--- config.mk ---
export PLATFORM = sky130hd
export DESIGN_NAME = unidad_busqueda_flat
export DESIGN_NICKNAME = d
export VERILOG_FILES = /design/src/rtl/pipeline_pkg.sv /design/src/rtl/unidad_busqueda_if.sv /design/src/rtl/unidad_busqueda_registro_if_id.sv /design/src/rtl/unidad_busqueda.sv /design/src/flat_wrapper.sv
export SDC_FILE = /design/constraint.sdc
export NUM_CORES = 1
export LEC_CHECK = 0
export ABC_AREA = 1
export BUFFER_PORTS_ARGS = -buffer_cell sky130_fd_sc_hd__buf_4
export CORE_MARGIN = 10
export CORE_UTILIZATION = 40
export CTS_CLUSTER_DIAMETER = 120
export DETAILED_ROUTE_END_ITERATION = 8
export GPL_ROUTABILITY_DRIVEN = 0
export GPL_TIMING_DRIVEN = 0
export PLACE_DENSITY = 0.65
export SLEW_MARGIN = 10
export SYNTH_ARGS = -nofsm -noshare
export SYNTH_HDL_FRONTEND = slang
export SYNTH_HIERARCHICAL = 1
export SYNTH_SLANG_ARGS = --single-unit
--- constraint.sdc ---
create_clock -name clk -period 5.7 [get_ports clk]
set_input_delay 0 -clock clk [delete_from_list [all_inputs] [get_ports clk]]
set_output_delay 0 -clock clk [all_outputs]
set_load 0.02 [all_outputs]
--- src/rtl/pipeline_pkg.sv ---
// Shared fetch-pipeline definitions: reset PC default, halt opcode and the
// fetch FSM state encoding. DETENIDO only exists when FETCH_HALT_EN is defined.
package pipeline_pkg;

  localparam logic [31:0] RESET_PC_DEF = 32'h0000_0000;
  localparam logic [31:0] HALT_OPCODE  = 32'hFFFF_FFFF;

  typedef enum logic [1:0] {
    INICIO,
    PEDIR,
    RETENER
`ifdef FETCH_HALT_EN
    , DETENIDO
`endif
  } estado_t;

endpackage

--- src/rtl/unidad_busqueda_if.sv ---
// Instruction-memory request/ack bus. The fetch unit is the master.
interface unidad_busqueda_if;
  logic        imem_req;
  logic [31:0] imem_addr;
  logic        imem_ack;
  logic [31:0] imem_dato;

  modport master (output imem_req, imem_addr, input  imem_ack, imem_dato);
  modport slave  (input  imem_req, imem_addr, output imem_ack, imem_dato);
endinterface

--- src/rtl/unidad_busqueda_registro_if_id.sv ---
// IF/ID pipeline register. flush/kill clear the valid bit with top priority,
// stall holds everything, otherwise valid follows load (a bubble when no word).
module registro_if_id (
  input  logic        clk,
  input  logic        reset,
  input  logic        stall_i,
  input  logic        flush_i,
  input  logic        kill_i,
  input  logic        load_i,
  input  logic [31:0] dato_i,
  input  logic [31:0] pc_i,
  output logic [31:0] instr_o,
  output logic [31:0] pc_o,
  output logic        valido_o
);

  logic [31:0] instr_q, pc_q;
  logic        valido_q;

  // Valid/data update; data only moves on an accepted load.
  always_ff @(posedge clk or posedge reset) begin
    if (reset) begin
      instr_q  <= '0;
      pc_q     <= '0;
      valido_q <= 1'b0;
    end else begin
      if (flush_i || kill_i) valido_q <= 1'b0;
      else if (!stall_i)     valido_q <= load_i;
      if (load_i && !flush_i && !kill_i) begin
        instr_q <= dato_i;
        pc_q    <= pc_i;
      end
    end
  end

  assign instr_o  = instr_q;
  assign pc_o     = pc_q;
  assign valido_o = valido_q;

endmodule

--- src/rtl/unidad_busqueda.sv ---
// Instruction fetch unit: PC, fetch FSM, stall hold buffer and redirect
// tracking. Optional halt-on-opcode behaviour is enabled by FETCH_HALT_EN.
module unidad_busqueda
  import pipeline_pkg::*;
#(
  parameter logic [31:0] RESET_PC = RESET_PC_DEF,
  parameter logic [31:0] PC_INC   = 32'd1
) (
  input  logic               clk,
  input  logic               reset,
  input  logic               stall,
  input  logic               flush,
  input  logic               salto_tomado,
  input  logic [31:0]        dir_salto,
  unidad_busqueda_if.master  imem,
  output logic [31:0]        instr_id,
  output logic [31:0]        pc_id,
  output logic               valido_id,
  output logic               halted
);

  estado_t     estado_q, estado_d;
  logic [31:0] pc_q, pc_d;
  logic        pend_q, pend_d;          // redirect seen during outstanding request
  logic [31:0] tgt_q, tgt_d;
  logic [31:0] buf_dato_q, buf_dato_d;
  logic [31:0] buf_pc_q, buf_pc_d;

  logic        carga, kill;
  logic [31:0] dato_id, pc_carga, pc_sig;

  assign pc_sig = pc_q + PC_INC;        // wraps modulo 2^32

  // State, PC, redirect and hold-buffer registers.
  always_ff @(posedge clk or posedge reset) begin
    if (reset) begin
      estado_q   <= INICIO;
      pc_q       <= RESET_PC;
      pend_q     <= 1'b0;
      tgt_q      <= '0;
      buf_dato_q <= '0;
      buf_pc_q   <= '0;
    end else begin
      estado_q   <= estado_d;
      pc_q       <= pc_d;
      pend_q     <= pend_d;
      tgt_q      <= tgt_d;
      buf_dato_q <= buf_dato_d;
      buf_pc_q   <= buf_pc_d;
    end
  end

  // Next-state: a redirect always wins over returned data, flush drops the
  // word but still consumes it, stall parks the word in the hold buffer.
  always_comb begin
    estado_d   = estado_q;
    pc_d       = pc_q;
    pend_d     = pend_q;
    tgt_d      = tgt_q;
    buf_dato_d = buf_dato_q;
    buf_pc_d   = buf_pc_q;
    carga      = 1'b0;
    kill       = 1'b0;
    dato_id    = imem.imem_dato;
    pc_carga   = pc_sig;
    case (estado_q)
      INICIO: begin
        estado_d = PEDIR;
        if (salto_tomado) begin
          pc_d = dir_salto;
          kill = 1'b1;
        end
      end
      PEDIR: begin
        if (imem.imem_ack) begin
          if (salto_tomado) begin
            pc_d   = dir_salto;
            pend_d = 1'b0;
          end else if (pend_q) begin
            pc_d   = tgt_q;
            pend_d = 1'b0;
          end
`ifdef FETCH_HALT_EN
          else if (imem.imem_dato == HALT_OPCODE) begin
            estado_d = DETENIDO;
          end
`endif
          else if (flush) begin
            pc_d = pc_sig;
          end else if (stall) begin
            buf_dato_d = imem.imem_dato;
            buf_pc_d   = pc_sig;
            estado_d   = RETENER;
          end else begin
            carga = 1'b1;
            pc_d  = pc_sig;
          end
        end else if (salto_tomado) begin
          pend_d = 1'b1;
          tgt_d  = dir_salto;
        end
      end
      RETENER: begin
        if (salto_tomado) begin
          pc_d     = dir_salto;
          kill     = 1'b1;
          estado_d = PEDIR;
        end else if (flush) begin
          pc_d     = buf_pc_q;
          estado_d = PEDIR;
        end else if (!stall) begin
          carga    = 1'b1;
          dato_id  = buf_dato_q;
          pc_carga = buf_pc_q;
          pc_d     = buf_pc_q;
          estado_d = PEDIR;
        end
      end
`ifdef FETCH_HALT_EN
      DETENIDO: estado_d = DETENIDO;
`endif
      default: estado_d = INICIO;
    endcase
  end

  assign imem.imem_req  = (estado_q == PEDIR);
  assign imem.imem_addr = pc_q;

`ifdef FETCH_HALT_EN
  assign halted = (estado_q == DETENIDO);
`else
  assign halted = 1'b0;
`endif

  registro_if_id u_if_id (
    .clk      (clk),
    .reset    (reset),
    .stall_i  (stall),
    .flush_i  (flush),
    .kill_i   (kill),
    .load_i   (carga),
    .dato_i   (dato_id),
    .pc_i     (pc_carga),
    .instr_o  (instr_id),
    .pc_o     (pc_id),
    .valido_o (valido_id)
  );

endmodule
--- src/flat_wrapper.sv ---
// flat-port wrapper written by rule: the top's interface ports become plain ports
module unidad_busqueda_flat import pipeline_pkg::*;
#(
  parameter logic [31:0] RESET_PC = RESET_PC_DEF,
  parameter logic [31:0] PC_INC   = 32'd1
)
  (clk, reset, stall, flush, salto_tomado, dir_salto, instr_id, pc_id, valido_id, halted, imem_imem_req, imem_imem_addr, imem_imem_ack, imem_imem_dato);
  unidad_busqueda_if imem_i ();
  input  logic clk;
  input  logic reset;
  input  logic stall;
  input  logic flush;
  input  logic salto_tomado;
  input  logic [31:0] dir_salto;
  output logic [31:0] instr_id;
  output logic [31:0] pc_id;
  output logic valido_id;
  output logic halted;
  output wire logic [$bits(imem_i.imem_req)-1:0] imem_imem_req;
  output wire logic [$bits(imem_i.imem_addr)-1:0] imem_imem_addr;
  input wire logic [$bits(imem_i.imem_ack)-1:0] imem_imem_ack;
  input wire logic [$bits(imem_i.imem_dato)-1:0] imem_imem_dato;
  assign imem_imem_req = imem_i.imem_req;
  assign imem_imem_addr = imem_i.imem_addr;
  assign imem_i.imem_ack = imem_imem_ack;
  assign imem_i.imem_dato = imem_imem_dato;
  unidad_busqueda #(.RESET_PC(RESET_PC), .PC_INC(PC_INC)) u_core (.clk(clk), .reset(reset), .stall(stall), .flush(flush), .salto_tomado(salto_tomado), .dir_salto(dir_salto), .imem(imem_i), .instr_id(instr_id), .pc_id(pc_id), .valido_id(valido_id), .halted(halted));
endmodule
; Word level (Yosys, flattened, before mapping)
; Index checks and enable logic that the tools add are counted.
[word_totals]
out_inout_bits = 99
elab_cells = 79
ff_bits = 196
[classes]
n_eq_ne = 11
n_addsub = 1
n_mux = 40
bitwise_logic = 4
n_reduce_logical = 14
[op_table]
columns = op, count
row1 = two-way mux 32 bit, 17
row2 = case mux 32 bit (3 select lines), 1
row3 = "adder 32 x 1 -> 32 bit, second input constant", 1
row4 = two-way mux 2 bit, 8
row5 = two-way mux 1 bit, 12
row6 = "!= test 2 bit, second input constant", 5
row7 = AND reduction 5 bit, 2
row8 = case mux 2 bit (3 select lines), 1
row9 = AND reduction 6 bit, 1
row10 = "!= test 5 x 4 -> 1 bit, second input constant", 1
row11 = "!= test 2 x 1 -> 1 bit, second input constant", 2
row12 = "!= test 4 bit, second input constant", 1
row13 = inverter 1 bit, 4
row14 = AND reduction 3 bit, 1
row15 = nonzero test 3 bit, 1
row16 = "== test 2 x 1 -> 1 bit, second input constant", 1
row17 = "== test 2 bit, second input constant", 1
row18 = logical AND 1 bit, 2
row19 = zero test 1 bit, 2
row20 = zero test 2 bit, 1
row21 = case mux 1 bit (2 select lines), 1
row22 = AND reduction 2 bit, 1
row23 = nonzero test 2 bit, 1
row24 = OR reduction 2 bit, 1
row25 = logical OR 1 bit, 1

; Depth between registers and ports, before layout
[depth]
word_depth = 8
depth_mapped = 14
ltp_nobuf = 14

; Modules after synthesis
; Netlist, hierarchy kept.
[by_module_without_submodules]
columns = module, seq_area_each_um2, cells_each, instances, area_each_um2
row1 = unidad_busqueda, 3278.1, 1338, 1, 8834.7
row2 = registro_if_id, 1626.6, 284, 1, 2593.7

; Worst setup path after synthesis
; Ideal clock, no wire load.
[synth_timing]
path_type = flip-flop to flip-flop
start = register u_core.estado_q[1]
end = register u_core.u_if_id.pc_q[10], in the netlist u_core/u_if_id/pc_o[10]
slack_ns = 3.512
synth_period_minus_slack_ns = 2.188
path_stages_with_launch = 12
n_path_buf = 3
setup_time_ns = 0.065
arrival_time_ns = 2.123
path_cell_list = dfrtp_1 inv_1 ha_1 buf_4 nand2_4 inv_2 nand3_2 a211oi_1 buf_4 buf_2 nand3_1 nand2_1
[synth_between]
word_cells_on_any_way = 10
classes_between = eq/ne (2) / mux (3) / reduce/logical (5)
[synth_lines]
columns = item, line_no
row1 = "start, declared", unidad_busqueda.sv:22  ; estado_t estado_q, estado_d;
row2 = "start signal, assigned", unidad_busqueda.sv:44  ; estado_q <= estado_d;
row3 = == test 2 x 1 -> 1 bit, n/a
row4 = named net imem_imem_req, flat_wrapper.sv:19  ; output wire logic [$bits(imem_i.imem_req)-1:0] imem_imem_req;
row5 = case mux 1 bit (2 select lines), unidad_busqueda.sv:66  ; case (estado_q)
row6 = named net u_core.carga, unidad_busqueda.sv:29  ; logic carga, kill;
row7 = logical AND 1 bit (2 in series), unidad_busqueda_registro_if_id.sv:29  ; if (load_i && !flush_i && !kill_i) begin
row8 = "end signal, assigned", unidad_busqueda_registro_if_id.sv:31  ; pc_q <= pc_i;
row9 = "end, declared", unidad_busqueda_registro_if_id.sv:17  ; logic [31:0] instr_q, pc_q;
; The timed path passes the listed nets, and every way through them passes these cells.
; A chain may end at the register's enable or synchronous reset.

; Worst setup path after layout
[layout_timing]
start = register u_core.estado_q[0]
end = register u_core.u_if_id.instr_q[0], in the netlist u_core/u_if_id/instr_o[0]
[layout_between]
word_cells_on_any_way = 10
classes_between = eq/ne (2) / mux (3) / reduce/logical (5)
[layout_lines]
columns = item, line_no
row1 = == test 2 bit / == test 2 x 1 -> 1 bit (equally long branches), unidad_busqueda.sv:66
row2 = case mux 1 bit (2 select lines) *, unidad_busqueda.sv:66
row3 = named net u_core.carga, unidad_busqueda.sv:29
row4 = logical AND 1 bit * (2 in series), unidad_busqueda_registro_if_id.sv:29
row5 = "end signal, assigned", unidad_busqueda_registro_if_id.sv:30  ; instr_q <= dato_i;
row6 = "end, declared", unidad_busqueda_registro_if_id.sv:17
; The timed path passes the listed nets; every way through them passes the cells marked *.

==> results.json <==
{
  "dr.pass1.iters": 6,
  "htreeDepth": 4,
  "r2r_start": "u_core/estado_q[0]$_DFFE_PP0P_",
  "yosysWarnings": 6,
  "cp-end-kind": "register",
  "critPathMaxStageDelay_ps": 500,
  "grt_antenna_before_repair": 0,
  "ys_seq_area_frac": 0.429,
  "nets": 1956,
  "layout-drive-gt1-share": 0.160,
  "grt_max_degree": 77,
  "route.vias.total": 11600,
  "syn_avg_cell_area_um2": 7.05,
  "critPathBufInv": 6,
  "placed_cell_area_um2": 13200,
  "core_um2": 28000,
  "initial_utilization": 0.408,
  "numCtsBuffers": 17,
  "grt-ovfl-total": 0,
  "worstHoldStart": "flush",
  "dp_cells": 2168,
  "syn_area_um2": 11400,
  "tightest_slew_ps": 795,
  "ant_nets": 0,
  "async_flop_share": 1.00,
  "layout_common_cells": "643 x nand2_1, 196 x dfrtp_1, 176 x buf_4",
  "synth-edff-count": 0,
  "hold_viol_final": 0,
  "dieWidth_um": 189,
  "pin_count": 169,
  "setup-violations-final": 0,
  "grt_pass1_vias": 11100,
  "slew_viol_final": 0,
  "run_status": "finished, final reports clean",
  "period_share": 0.507,
  "dieHeight_um": 189,
  "drc": 0,
  "cp_max_fo": 10,
  "power.density_nw_per_um2": 533,
  "fin_area_um2": 14500,
  "postSynthCellCount": 1622,
  "cts_buffer_depth": 2,
  "hold_path_class": "in -> reg",
  "final_util": 0.518,
  "power.total_w": 0.00773,
  "critPathKind": "reg -> reg",
  "critPathTopFamily": "buffers and inverters",
  "ys_seq_elements": 196,
  "cp.arrival_ps": 3270,
  "rsz0062_at_grt": "false",
  "dieArea_um2": 35700,
  "worstSetupStartpointType": "register",
  "crit_chain": "inv_1 -> ha_1 -> buf_2 -> clkinv_1 -> clkbuf_1 -> a211oi_1 -> buf_4 -> buf_2 -> nand3_1 -> nand2_1",
  "synth_fp_nets": 1698,
  "cpMaxStageDelayCell": "a211oi_1",
  "n_antenna_cell": 0,
  "path_clk_slew_ps": 80,
  "drt-vias-per-instance": 5.11,
  "numClockSinks": 196,
  "final.setup.tns_ps": 0,
  "fin_worst_skew_ps": 16.1,
  "rows": 61,
  "cpMostUsedCell": "buf_2",
  "io_buffers": 167,
  "cts_setup_buffers": 0,
  "fin_crit_ps": 2890,
  "final_cells": 2271,
  "synth_cell_types": 49,
  "syn2layout_area_growth_pct": 26.9,
  "drt-total-wl_mm": 39.6,
  "synthFlopType": "dfrtp_1",
  "cp.required_ps": 6080,
  "worstSetupStartpoint": "u_core/estado_q[0]$_DFFE_PP0P_",
  "cts_tree": "yes",
  "insertion_delay_ps": 450,
  "hpwl_mm": 29.8,
  "slew_headroom": 0.470,
  "grt_first_pass_wirelength_mm": 62.7,
  "p_leak_nw": 7.62,
  "cts_root_buf": "clkbuf_16",
  "track_usage": 0.219,
  "drv_cap": 0,
  "layout_commonest_cell": "nand2_1",
  "drtIter0Drc": 1363,
  "max-vdd-ir-drop_uv": 303,
  "max_freq_ghz": 0.346,
  "avgRoutedWirePerCell_um": 17.5
}
==> flip-flops by register name (all words and copies together) (netlist names) <==
signal / count
u_core/buf_dato_q: 32
u_core/u_if_id/pc_o: 32
u_core/pend_q: 1
u_core/u_if_id/valido_o: 1
u_core/imem.imem_addr: 32
u_core/buf_pc_q: 32
u_core/tgt_q: 32
u_core/estado_q: 2
u_core/u_if_id/instr_o: 32
==> stage by stage <==
| step | setup slack (ps) | hold WS [ps] |
|---|---|---|
| 2_1_floorplan | 2200 | 113 |
| 3_3_place_gp | 386 | 241 |
| 3_5_place_dp | 2880 | 215 |
| 4_1_cts | 2860 | 26.3 |
| 5_1_grt | 2590 | 49.0 |
| 6_report | 2810 | 47.3 |
==> synth_stat cells, types with 3 or more instances <==
master,n,area [um2]
nor2_2,5,31.3
nand2_1,643,2410
nand3b_1,4,30.0
nor2_4,6,67.6
o211ai_1,3,22.5
a2bb2oi_1,3,26.3
nand2_2,6,37.5
nand3_1,109,546
buf_1,8,30.0
nor2_8,3,60.1
xnor2_1,3,26.3
nor2_1,94,353
buf_6,4,45.0
nand3_2,4,40.0
o21ai_1,59,295
clkbuf_1,37,139
buf_2,34,170
xor2_1,11,96.3
buf_4,9,67.6
inv_1,113,424
a221oi_1,8,70.1
inv_2,11,41.3
dfrtp_1,196,4900
ha_1,6,75.1
mux2i_1,12,120
a22oi_1,4,30.0
o21ai_0,154,771
a31oi_1,3,18.8
nand2_4,4,45.0
a21oi_1,42,210
==> report_power, final <==
part | switching (W) | internal (W)
Combinational | 0.00254 | 0.00139
Clock | 0.000637 | 0.000597
Sequential | 0.000526 | 0.00204
Total | 0.00370 | 0.00403
==> kinds of logic after synthesis <==
kind of cell / share of synthesized area
muxes: 0.0125
xor gates and xnor gates: 0.0136
AOI/OAI and AO/OA: 0.132
other: 0.000328
buffers and inverters: 0.0821
DFF: 0.429
and+or+nand+nor: 0.324
adders and majority gates: 0.00657
==> path summary, 6_finish.rpt <==
| path | to | slack [ps] | cells after the start |
|---|---|---|---|
| worst max-delay path | u_core/u_if_id/instr_o[0]$_DFFE_PP0P_ | 2810 | 10 |
| worst min-delay path | u_core/u_if_id/pc_o[16]$_DFFE_PP0P_ | 50 | 5 |
| worst max register to register | u_core/u_if_id/instr_o[0]$_DFFE_PP0P_ | 2810 | 10 |
| worst min register to register | u_core/tgt_q[1]$_DFFE_PP0P_ | 470 | 2 |
| max in group asynchronous | u_core/tgt_q[6]$_DFFE_PP0P_ | 4660 | 4 |
| min in group asynchronous | u_core/buf_dato_q[31]$_DFFE_PP0P_ | 270 | 3 |
==> area by class of cell <==
type	instances	area [um2]
clock inverters	15	178
inverters	125	477
well taps	378	473
multi-input cells	1206	5590
flip-flops and latches	196	4900
clock buffers	17	425
plain buffers	95	469
fillers	2760	13500
repair buffers	239	1990
==> metal layers <==
metal | track usage | vias to the layer above | share of wire
li1 | - | 5695 | -
met1 | 0.295 | 5364 | 0.44
met2 | 0.353 | 486 | 0.46
met3 | 0.0382 | 54 | 0.079
met4 | 0.0650 | 0 | 0.020
met5 | 0 | - | 0
==> worst reg2reg max path: stages (launching register included) <==
cell and delay (ps):
dfrtp_1 420, inv_1 90, ha_1 270, buf_2 200
clkinv_1 190, clkbuf_1 350, a211oi_1 500, buf_4 290
buf_2 280, nand3_1 140, nand2_1 80
==> timing repair <==
action | 4_1_cts | 5_1_grt
setup endpoints to repair | 0 | 0
hold endpoints to repair | 268 | 0
resized for setup | 0 | 0
hold buffers | 71 | 0
Note: power is estimated with default switching activity, not from simulation.
